==> config.mk <==
export PLATFORM = sky130hd
export DESIGN_NAME = bin_packer
export DESIGN_NICKNAME = d
export VERILOG_FILES = /design/src/rtl/ate_pkg.sv /design/src/rtl/sync_fifo.sv /design/src/rtl/bin_packer.sv
export SDC_FILE = /design/constraint.sdc
export NUM_CORES = 1
export LEC_CHECK = 0
export CORE_MARGIN = 10
export CORE_UTILIZATION = 42
export DETAILED_ROUTE_END_ITERATION = 7
export REMOVE_ABC_BUFFERS = 1
export SYNTH_ARGS = -nofsm -noshare
export SYNTH_HDL_FRONTEND = slang
export SYNTH_SLANG_ARGS = --single-unit
==> constraint.sdc <==
create_clock -name clk -period 2.8 [get_ports clk]
set_input_delay 0.28 -clock clk [delete_from_list [all_inputs] [get_ports clk]]
set_output_delay 0.28 -clock clk [all_outputs]
set_load 0.1 [all_outputs]
==> src/rtl/ate_pkg.sv <==
// ate_pkg: constants and the packed row-entry type shared across the adaptive-threshold engine.
package ate_pkg;
    localparam int BLK_PIX      = 64;
    localparam int ROW_PIX      = 8;
    localparam int ROWS_PER_BLK = 8;
    localparam int ADDR_MAX     = 16;

    typedef struct packed {
        logic [7:0]          data;
        logic [ADDR_MAX-1:0] addr;
        logic [7:0]          thr;
        logic                last;
    } entry_t;

    function automatic int addr_bits(input int num_blocks);
        return $clog2(ROWS_PER_BLK * num_blocks);
    endfunction
endpackage

==> src/rtl/sync_fifo.sv <==
// sync_fifo: first-word fall-through FIFO; a push while full is taken only together with a pop.
module sync_fifo #(
    parameter int W     = 8,
    parameter int DEPTH = 4
) (
    input  logic                   clk,
    input  logic                   reset,
    input  logic                   push,
    input  logic                   pop,
    input  logic [W-1:0]           din,
    output logic [W-1:0]           dout,
    output logic                   full,
    output logic [$clog2(DEPTH):0] count
);
    localparam int AW = $clog2(DEPTH);

    logic [W-1:0]  mem [DEPTH];
    logic [AW-1:0] wr_ptr, rd_ptr;
    logic          do_push, do_pop;

    assign full    = count == (AW+1)'(DEPTH);
    assign do_pop  = pop && count != '0;
    assign do_push = push && (!full || do_pop);
    // Empty FIFO presents zeros so the head never shows a stale entry
    assign dout    = count == '0 ? '0 : mem[rd_ptr];

    always_ff @(posedge clk)
        if (do_push) mem[wr_ptr] <= din;

    always_ff @(posedge clk or negedge reset)
        if (!reset) begin
            wr_ptr <= '0;
            rd_ptr <= '0;
            count  <= '0;
        end else begin
            if (do_push) wr_ptr <= wr_ptr + 1'b1;
            if (do_pop) rd_ptr <= rd_ptr + 1'b1;
            count <= (do_push && !do_pop) ? count + 1'b1 :
                     (!do_push && do_pop) ? count - 1'b1 : count;
        end
endmodule

==> src/rtl/bin_packer.sv <==
// bin_packer: packs each 8-pixel row of a binarized 8x8 block into a byte tagged with
// its result address and block threshold, buffered in a FWFT FIFO towards the memory writer.
module bin_packer
    import ate_pkg::*;
#(
    parameter int NUM_BLOCKS = 6,
    parameter int FIFO_DEPTH = 4,
    parameter int ADDR_W     = addr_bits(NUM_BLOCKS)
) (
    input  logic              clk,
    input  logic              reset,
    input  logic              in_valid,
    input  logic              in_bin,
    input  logic [7:0]        in_thr,
    output logic              out_valid,
    input  logic              out_ready,
    output logic [7:0]        out_data,
    output logic [ADDR_W-1:0] out_addr,
    output logic [7:0]        out_thr,
    output logic              out_last,
    output logic              overflow
);
    localparam int BW = NUM_BLOCKS > 1 ? $clog2(NUM_BLOCKS) : 1;

    logic [5:0]                    pix_idx;
    logic [BW-1:0]                 blk_idx;
    logic [7:0]                    sr, thr_q;
    logic [2:0]                    row;
    logic                          col_end, blk_end, pop, full;
    logic [$clog2(FIFO_DEPTH):0]   count;
    entry_t                        entry, head;
    logic                          spare_unused;

    assign row     = pix_idx[5:3];
    assign col_end = in_valid && pix_idx[2:0] == 3'(ROW_PIX - 1);
    assign blk_end = in_valid && pix_idx == 6'(BLK_PIX - 1);
    assign pop     = out_valid && out_ready;

    // thr_q is already loaded from pixel 0 by the time any row word is pushed
    always_comb begin
        entry.data = {sr[6:0], in_bin};
        entry.addr = ADDR_MAX'({blk_idx, row});
        entry.thr  = thr_q;
        entry.last = blk_idx == BW'(NUM_BLOCKS - 1) && row == 3'(ROWS_PER_BLK - 1);
    end

    always_ff @(posedge clk or negedge reset)
        if (!reset) begin
            pix_idx  <= '0;
            blk_idx  <= '0;
            sr       <= '0;
            thr_q    <= '0;
            overflow <= 1'b0;
        end else if (in_valid) begin
            pix_idx <= pix_idx + 1'b1;
            sr      <= {sr[6:0], in_bin};
            if (pix_idx == '0) thr_q <= in_thr;
            if (blk_end) blk_idx <= blk_idx == BW'(NUM_BLOCKS - 1) ? '0 : blk_idx + 1'b1;
            if (col_end && full && !pop) overflow <= 1'b1;
        end

    sync_fifo #(.W($bits(entry_t)), .DEPTH(FIFO_DEPTH)) u_fifo (
        .clk   (clk),
        .reset (reset),
        .push  (col_end),
        .pop   (pop),
        .din   (entry),
        .dout  (head),
        .full  (full),
        .count (count)
    );

    assign out_valid    = count != '0;
    assign out_data     = head.data;
    assign out_addr     = head.addr[ADDR_W-1:0];
    assign out_thr      = head.thr;
    assign out_last     = head.last;
    assign spare_unused = ^{head.addr, sr[7]};
endmodule

==> results of run 1 <==
==> metrics by stage <==
stage / hold WS, ns / std cells
finish: 0.291 / 466
floorplan: -0.0156 / 243
global route: 0.341 / 466
CTS: 0.297 / 466
detailed placement: 0.462 / 434
global placement: 0.460 / 434
==> registers in the layout, indices dropped and copies added (netlist names) <==
signal,count
blk_idx,3
u_fifo.count,3
u_fifo.mem,92
u_fifo.wr_ptr,2
u_fifo.rd_ptr,2
sr,7
pix_idx,6
overflow,1
thr_q,8
==> logic make-up (layout without fill, tap and decap cells) <==
| group | Yosys count | in the layout | synth area share [%] |
|---|---|---|---|
| flops | 124 | 124 | 71.9 |
| buf+inv | 17 | 85 | 2.27 |
| fa+ha+maj | 9 | 9 | 2.42 |
| compound gates | 2 | 2 | 0.278 |
| simple gates | 49 | 49 | 5.85 |
| xor+xnor | 11 | 11 | 1.94 |
| mux | 43 | 43 | 15.4 |
==> metal layers <==
metal / part of all wire [%] / wire (um) / vias up / global-route usage (%)
met5: 0 / 0 / - / 0
met4: 1.4 / 130 / 0 / 4.91
met3: 6.8 / 609 / 12 / 4.44
met2: 49 / 4370 / 53 / 18.3
met1: 43 / 3900 / 1209 / 14.9
li1: - / - / 1094 / -
==> synth_stat cells, drive strengths merged <==
library cell / n
nor4: 1
mux2: 20
dfrtp: 32
nor2: 6
mux4: 23
clkbuf: 4
ha: 8
xnor2: 6
nor4b: 1
inv: 5
nor3b: 1
and3: 1
edfxtp: 92
and2: 27
nand2: 4
fa: 1
nor2b: 1
buf: 8
o21ai: 1
nand3: 3
a31o: 1
xor2: 5
or3: 1
nand4: 3
==> worst min-delay path by stage <==
stage                               from                     end  slack, ns
floorplan                          reset  blk_idx[0]$_DFFE_PN0P_      -0.02
global placement    overflow$_DFFE_PN0P_    overflow$_DFFE_PN0P_       0.46
detailed placement  overflow$_DFFE_PN0P_    overflow$_DFFE_PN0P_       0.46
CTS                                reset  pix_idx[5]$_DFFE_PN0P_       0.30
global route                       reset  pix_idx[1]$_DFFE_PN0P_       0.34
finish                             reset  pix_idx[0]$_DFFE_PN0P_       0.29
==> placed cells by master (no fill, tap or decap), types with 6 or more instances in the layout <==
cell	n
sky130_fd_sc_hd__edfxtp_1	92
sky130_fd_sc_hd__dfrtp_1	32
sky130_fd_sc_hd__and2_1	27
sky130_fd_sc_hd__buf_12	25
sky130_fd_sc_hd__mux2_2	19
sky130_fd_sc_hd__mux4_2	18
sky130_fd_sc_hd__clkbuf_16	17
sky130_fd_sc_hd__clkdlybuf4s50_1	12
sky130_fd_sc_hd__buf_4	11
sky130_fd_sc_hd__ha_1	8
sky130_fd_sc_hd__xnor2_1	6
==> final cells by class <==
class	count	area, sq um	share of cell area (%)
flip-flops and latches	124	3560	55.6
multi-input cells	114	1280	20.0
repair buffers	48	703	11.0
clock buffers	21	470	7.34
clock inverters	11	190	2.97
well taps	143	179	2.79
inverters	5	18.8	0.293
==> critical path, stage by stage (launching register included) <==
cell                      delay [ns]
sky130_fd_sc_hd__dfrtp_1        0.67
sky130_fd_sc_hd__buf_4          0.30
sky130_fd_sc_hd__mux4_2         0.32
sky130_fd_sc_hd__and2_1         0.21
sky130_fd_sc_hd__buf_12         0.17
==> results.txt, run 1 <==
The flow ran to the end, and the final reports show no timing, DRC or antenna violations. The logs give 0.00575 sq mm for the post-detailed-placement cell area and 30 for the post-synthesis cell type count. The worst reg-to-reg setup slack is 0.51 ns, and the portion of the clock cycle consumed by the worst path in the final layout is 84.4%. The cell at the root of the clock tree was sky130_fd_sc_hd__clkbuf_16. The antenna diode count is 0. Setup violations remaining at the end of the flow were counted as 0.

For the leftover overflow at the end of global routing, the log shows 0. In the final routed layout, each cell accounts on average for 19.3 um. The worst setup path is launched from a flop. For the pin with the worst max-slew slack, the measured transition is 0.613 ns. The synthesized design devotes to its leading area cell type 55.7% of total area. The number of buffers inserted to repair setup after CTS was 0.

Summed over all instances, the cell type with the most area after synthesis is sky130_fd_sc_hd__edfxtp_1. The tools report the clock latency on the worst-skew pair as 0.41 ns. Setup repair after global routing left no endpoint under its margin. The number of violations reported at the end of detailed-routing iteration 0 is 247, and the number of H-tree levels is 4. The clock drives 124 sinks. The logs give 876 for the fill cell instance count of the final layout and 71.9% for the sequential cell area fraction in the yosys report. Width of the die: 129 um. The run gives 0 as the max-cap violation count. The post-route netlist has 33.1% of its cells at a drive strength greater than 1.

The final layout contains routed wiring with a total length of 9010 um. Once routing completed, OpenROAD measured the worst setup slack at 0.437 ns. The synthesized flop and latch total was 124; the cell area after technology mapping was 0.00496 sq mm.

The startpoint identified for the worst register-to-register timing path is pix_idx[0]$_DFFE_PN0P_. The maximum fanout encountered on the critical timing path is 11. In this run the worst setup path terminates at out_data[4]. At the end of routability-driven placement, the weighted congestion stood at 0.731. The count of hold buffers inserted by post-cts repair was 0; the data required time at the worst endpoint was 2.52 ns.

Once detailed placement completed, the half-perimeter wirelength came to 5590 um. The worst pin sits at a relative slew slack of 59.1%. TritonCTS built the clock tree.

The via count of the first global-routing pass is 2586, and the final routed DRC violation total is 0. For the hold violation count in the final report, the log shows 0. The tools report the maximum number of pins on one net before global-route repair as 33.

In this run the worst setup path begins at u_fifo.rd_ptr[1]$_DFFE_PN0P_. Synthesis handed over a netlist of 255 instances. Across every metal layer, demand over resource in global routing totals 11.9%.

The tools report the number of optimization iterations in the first detailed-route pass as 4. After floorplanning, the core was sized to cover 0.0115 sq mm. The cell area after layout came out at 0.00641 sq mm. The final net count is 332, and the number of port buffers is 37.

Based on the critical path, the design can be clocked at up to 423 MHz. For the max-slew violation count, the log shows 0. The die is 129 um tall. Reg-to-reg critical path endpoint: u_fifo.count[2]$_DFFE_PN0P_.

In the final timing run, aggregate negative setup slack is 0 ns. The number of primary I/O pins was 38; the number of rows in the core area was 39. The area added between synthesis and finish was 29.2%; the setup slack after placement was 0.453 ns.

Critical path class: flop to primary output. For the number of synthesis warnings, the log shows 0. The clock transition time at the flip-flop clock pins of the worst setup and hold paths is 0.05 ns. STA classifies the critical path endpoint as a primary output.

No sink is reached through more buffers than the 2 on the longest clock path. The number of cells on the worst reg-to-reg path is 10. The worst hold path belongs to the class input pin to asynchronous set/reset pin. Once the floorplan was initialized, standard cells occupied 43.2% of the core.

The run gives 2368 as the number of vias in the routed layout. Counting I/O delays and the setup requirement, the final critical path takes 2.36 ns. For the number of resized instances in the post-cts repair step, the log shows 0. After synthesis, the cell types taking the most area are sky130_fd_sc_hd__edfxtp_1 (56%), sky130_fd_sc_hd__dfrtp_1 (16%), sky130_fd_sc_hd__mux4_2 (8.2%). The initial antenna violation count was 0; the final standard cell utilization of the core was 55.9%. In this run the remaining antenna-violating nets after routing total 0. Data arrives at the worst endpoint at 2.08 ns. The wire length of the first global-routing pass is 14700 um, and the area of the die is 0.0166 sq mm. Mean post-synth cell area: 19.4 sq um. The final worst clock skew is 0.00714 ns, and the number of vias per cell after detailed routing is 5.08. The number of buffers created by CTS was 17.
Power of run 1 is not shown: default switching activity piles up to over one toggle a cycle in this logic, so the estimate is an artifact.
==> run 2, diff against run 1 <==
==> constraint.sdc (replaced) <==
create_clock -name clk -period 2 [get_ports clk]
set_input_delay 0.2 -clock clk [delete_from_list [all_inputs] [get_ports clk]]
set_output_delay 0.2 -clock clk [all_outputs]
set_load 0.1 [all_outputs]
==> results.txt, run 2 (synthesized netlist as in run 1, its figures left out) <==
Setup repair after global routing could not meet its margin everywhere. The via count of the first global-routing pass was 2652 (was 2586); the number of port buffers was 37 (unchanged). The die span in y is 129 um (unchanged), and the final standard cell utilization of the core is 59.9% (was 55.9%). The logs give 499 (was 466) for the final standard cell count with taps included and fillers excluded and 17 (unchanged) for the number of buffers created by CTS.

The number of H-tree levels is 4 (unchanged). The run gives 69.7% (was 59.1%) as the worst slew margin relative to its limit. Kind of end point of the critical path: a primary output (unchanged). The initial cell density of the core was 43.2% (unchanged). The number of violations reported at the end of detailed-routing iteration 0 was 199 (was 247). The count of final setup violators was 23 (was 0). The tools report the post-placement cell count as 449 (was 434). For the final net count, the log shows 365 (was 332). The checks that failed: negative setup slack. The actual transition at the worst max-transition pin is 0.455 ns (was 0.613 ns). The register containing the most flip-flops in the final layout was u_fifo.mem (unchanged). The run gives 2 (unchanged) as the maximum number of buffers from clock root to sink.

The tools report the area of the placeable core as 0.0115 sq mm (unchanged). The run gives 124 (unchanged) as the number of sinks on the clock net. The ratio of cells with drive above 1 in the final layout was 51.1% (was 33.1%). The routed wire length is 9170 um (was 9010 um). Leading cell types in the layout, fill and taps excluded: sky130_fd_sc_hd__edfxtp_1 (92), sky130_fd_sc_hd__dfrtp_1 (31), sky130_fd_sc_hd__buf_12 (28), sky130_fd_sc_hd__and2_4 (27), sky130_fd_sc_hd__buf_4 (26) (was sky130_fd_sc_hd__edfxtp_1 (92), sky130_fd_sc_hd__dfrtp_1 (32), sky130_fd_sc_hd__and2_1 (27), sky130_fd_sc_hd__buf_12 (25), sky130_fd_sc_hd__mux2_2 (19)). The logs give 0.00356 sq mm (about the same) for the area of all sequential standard cells and 33 (unchanged) for the maximum number of pins on one net before global-route repair.

The final worst clock skew was 0.00962 ns (was 0.00714 ns); the clock transition time at the flip-flop clock pins of the worst setup and hold paths was 0.05 ns (about the same). The number of vias in the routed layout was 2494 (was 2368). The remaining antenna violation count was 0 (unchanged); the hold violation count in the final report was 0 (unchanged). The element type at the critical path start was a flop (unchanged). Portion of the clock cycle consumed by the worst path in the final layout: 104%.

TritonCTS built the clock tree. The logs give 0 (unchanged) for the antenna diode count and 0.206 ns (was 0.291 ns) for the smallest hold slack. The run gives -0.0708 ns (was 0.437 ns) as the worst setup slack after layout.

The run gives 0.00140 sq mm (was 0.00128 sq mm) as the footprint of the multi-input gates. The flip-flop count of the largest register, all copies and words added is 92 (unchanged), and the total track usage is 11.3% (was 11.9%). Top Registers: u_fifo.mem (92), thr_q (8), sr (7) (unchanged). The initial antenna violation count came out at 0 (unchanged).

Half-perimeter wire length after placement: 5430 um (was 5590 um). The run finished, with violations left. The global placement routability congestion was 0.702 (was 0.731).

The width of the die was 129 um (unchanged). The class of the tightest hold or removal check was input pin to asynchronous set/reset pin (unchanged). The logs give 1.80 ns (was 2.52 ns) for the data required time at the worst endpoint and 483 MHz for the maximum achievable frequency. The shortest period the worst path allows works out to 2.07 ns. The wire length of the first global-routing pass was 14300 um (was 14700 um); the max-cap violation count was 0 (unchanged). The most common cell after layout, fill and taps aside was sky130_fd_sc_hd__edfxtp_1 (unchanged). The number of rows in the core area came out at 39 (unchanged). Reg-to-reg critical path endpoint: u_fifo.count[1]$_DFFE_PN0P_ (was u_fifo.count[2]$_DFFE_PN0P_). Critical path class: flop to primary output (unchanged). The cell at the root of the clock tree is sky130_fd_sc_hd__clkbuf_16 (unchanged). Number of vias per cell after detailed routing: 5.00 (was 5.08). The area added between synthesis and finish came out at 38.5% (was 29.2%). The logs give 832 (was 876) for the fill cell instance count of the final layout and -1.22 ns (was 0 ns) for the aggregate negative setup slack. The data arrival time of the worst path was 1.87 ns (was 2.08 ns).

The maximum fanout encountered on the critical timing path is 8 (was 11), and the depth of the worst register-to-register path is 7 (was 10). The logs give 0 (unchanged) for the leftover overflow at the end of global routing and 0 (unchanged) for the final routed DRC violation total. The number of optimization iterations in the first detailed-route pass was 4 (unchanged). The source of the worst register-to-register timing path is u_fifo.count[0]$_DFFE_PN0P_ (was pix_idx[0]$_DFFE_PN0P_). The number of primary I/O pins is 38 (unchanged), and the final routed wire length divided by cell count is 18.4 um (was 19.3 um). The run gives 0 (unchanged) as the max-slew violation count. For the area of the die, the log shows 0.0166 sq mm (unchanged). The clock latency on the worst-skew pair was 0.41 ns (about the same); the worst reg-to-reg setup slack was 0.04 ns (was 0.51 ns).
## run 2: cell count changes in the layout (fill, tap and decap cells not counted), moves of 5 or more
cell                     previous run  this run
sky130_fd_sc_hd__buf_4             11        26
sky130_fd_sc_hd__mux4_1             5         0
sky130_fd_sc_hd__mux4_2            18        23
sky130_fd_sc_hd__buf_6              0         9
sky130_fd_sc_hd__and2_1            27         0
sky130_fd_sc_hd__and2_4             0        27
## run 2: area by class of cell
| cell class | count | share of cell area, % |
|---|---|---|
| repair buffers | 81 | 15.8 |
| inverters | 5 | 0.273 |
| well taps | 143 | 2.60 |
| clock buffers | 19 | 6.59 |
| clock inverters | 13 | 2.42 |
| flip-flops and latches | 124 | 51.9 |
| multi-input cells | 114 | 20.4 |
## run 2: metrics by stage
step / instance area, sq um / setup slack (ns)
3_5_place_dp: 5870 / -0.0963
2_1_floorplan: 4860 / -0.700
5_1_grt: 6870 / -0.130
3_3_place_gp: 5870 / -0.0484
6_report: 6870 / -0.0708
4_1_cts: 6640 / -0.169
## run 2: worst max path at each step
stage,start,end,slack (ns)
4_1_cts,u_fifo.rd_ptr[0]$_DFFE_PN0P_,out_data[6],-0.17
2_1_floorplan,u_fifo.count[0]$_DFFE_PN0P_,u_fifo.count[1]$_DFFE_PN0P_,-0.70
3_3_place_gp,out_ready,u_fifo.count[1]$_DFFE_PN0P_,-0.05
3_5_place_dp,out_ready,u_fifo.count[1]$_DFFE_PN0P_,-0.1
5_1_grt,u_fifo.rd_ptr[0]$_DFFE_PN0P_,out_data[3],-0.13
6_report,u_fifo.rd_ptr[0]$_DFFE_PN0P_,out_data[6],-0.07
## run 2: layer usage
metal,track usage [%],share of wire [%]
met4,4.52,1.3
met1,13.8,44
met5,0,0
met2,17.7,50
met3,4.60,4.8
## run 2: repair_timing
item                       in CTS  in global routing
setup buffers                   6                  8
cloned                          1                  4
setup endpoints to repair      25                114
pin swaps                       5                 10
hold buffers                    0                  0
gates resized for setup        32                 43
## run 2: critical path: stages, from the launching register on
cell	delay, ns
sky130_fd_sc_hd__dfrtp_2	0.44
sky130_fd_sc_hd__buf_12	0.17
sky130_fd_sc_hd__mux4_2	0.51
sky130_fd_sc_hd__and2_4	0.18
sky130_fd_sc_hd__buf_12	0.16
Power of run 2 is left out for the same reason.
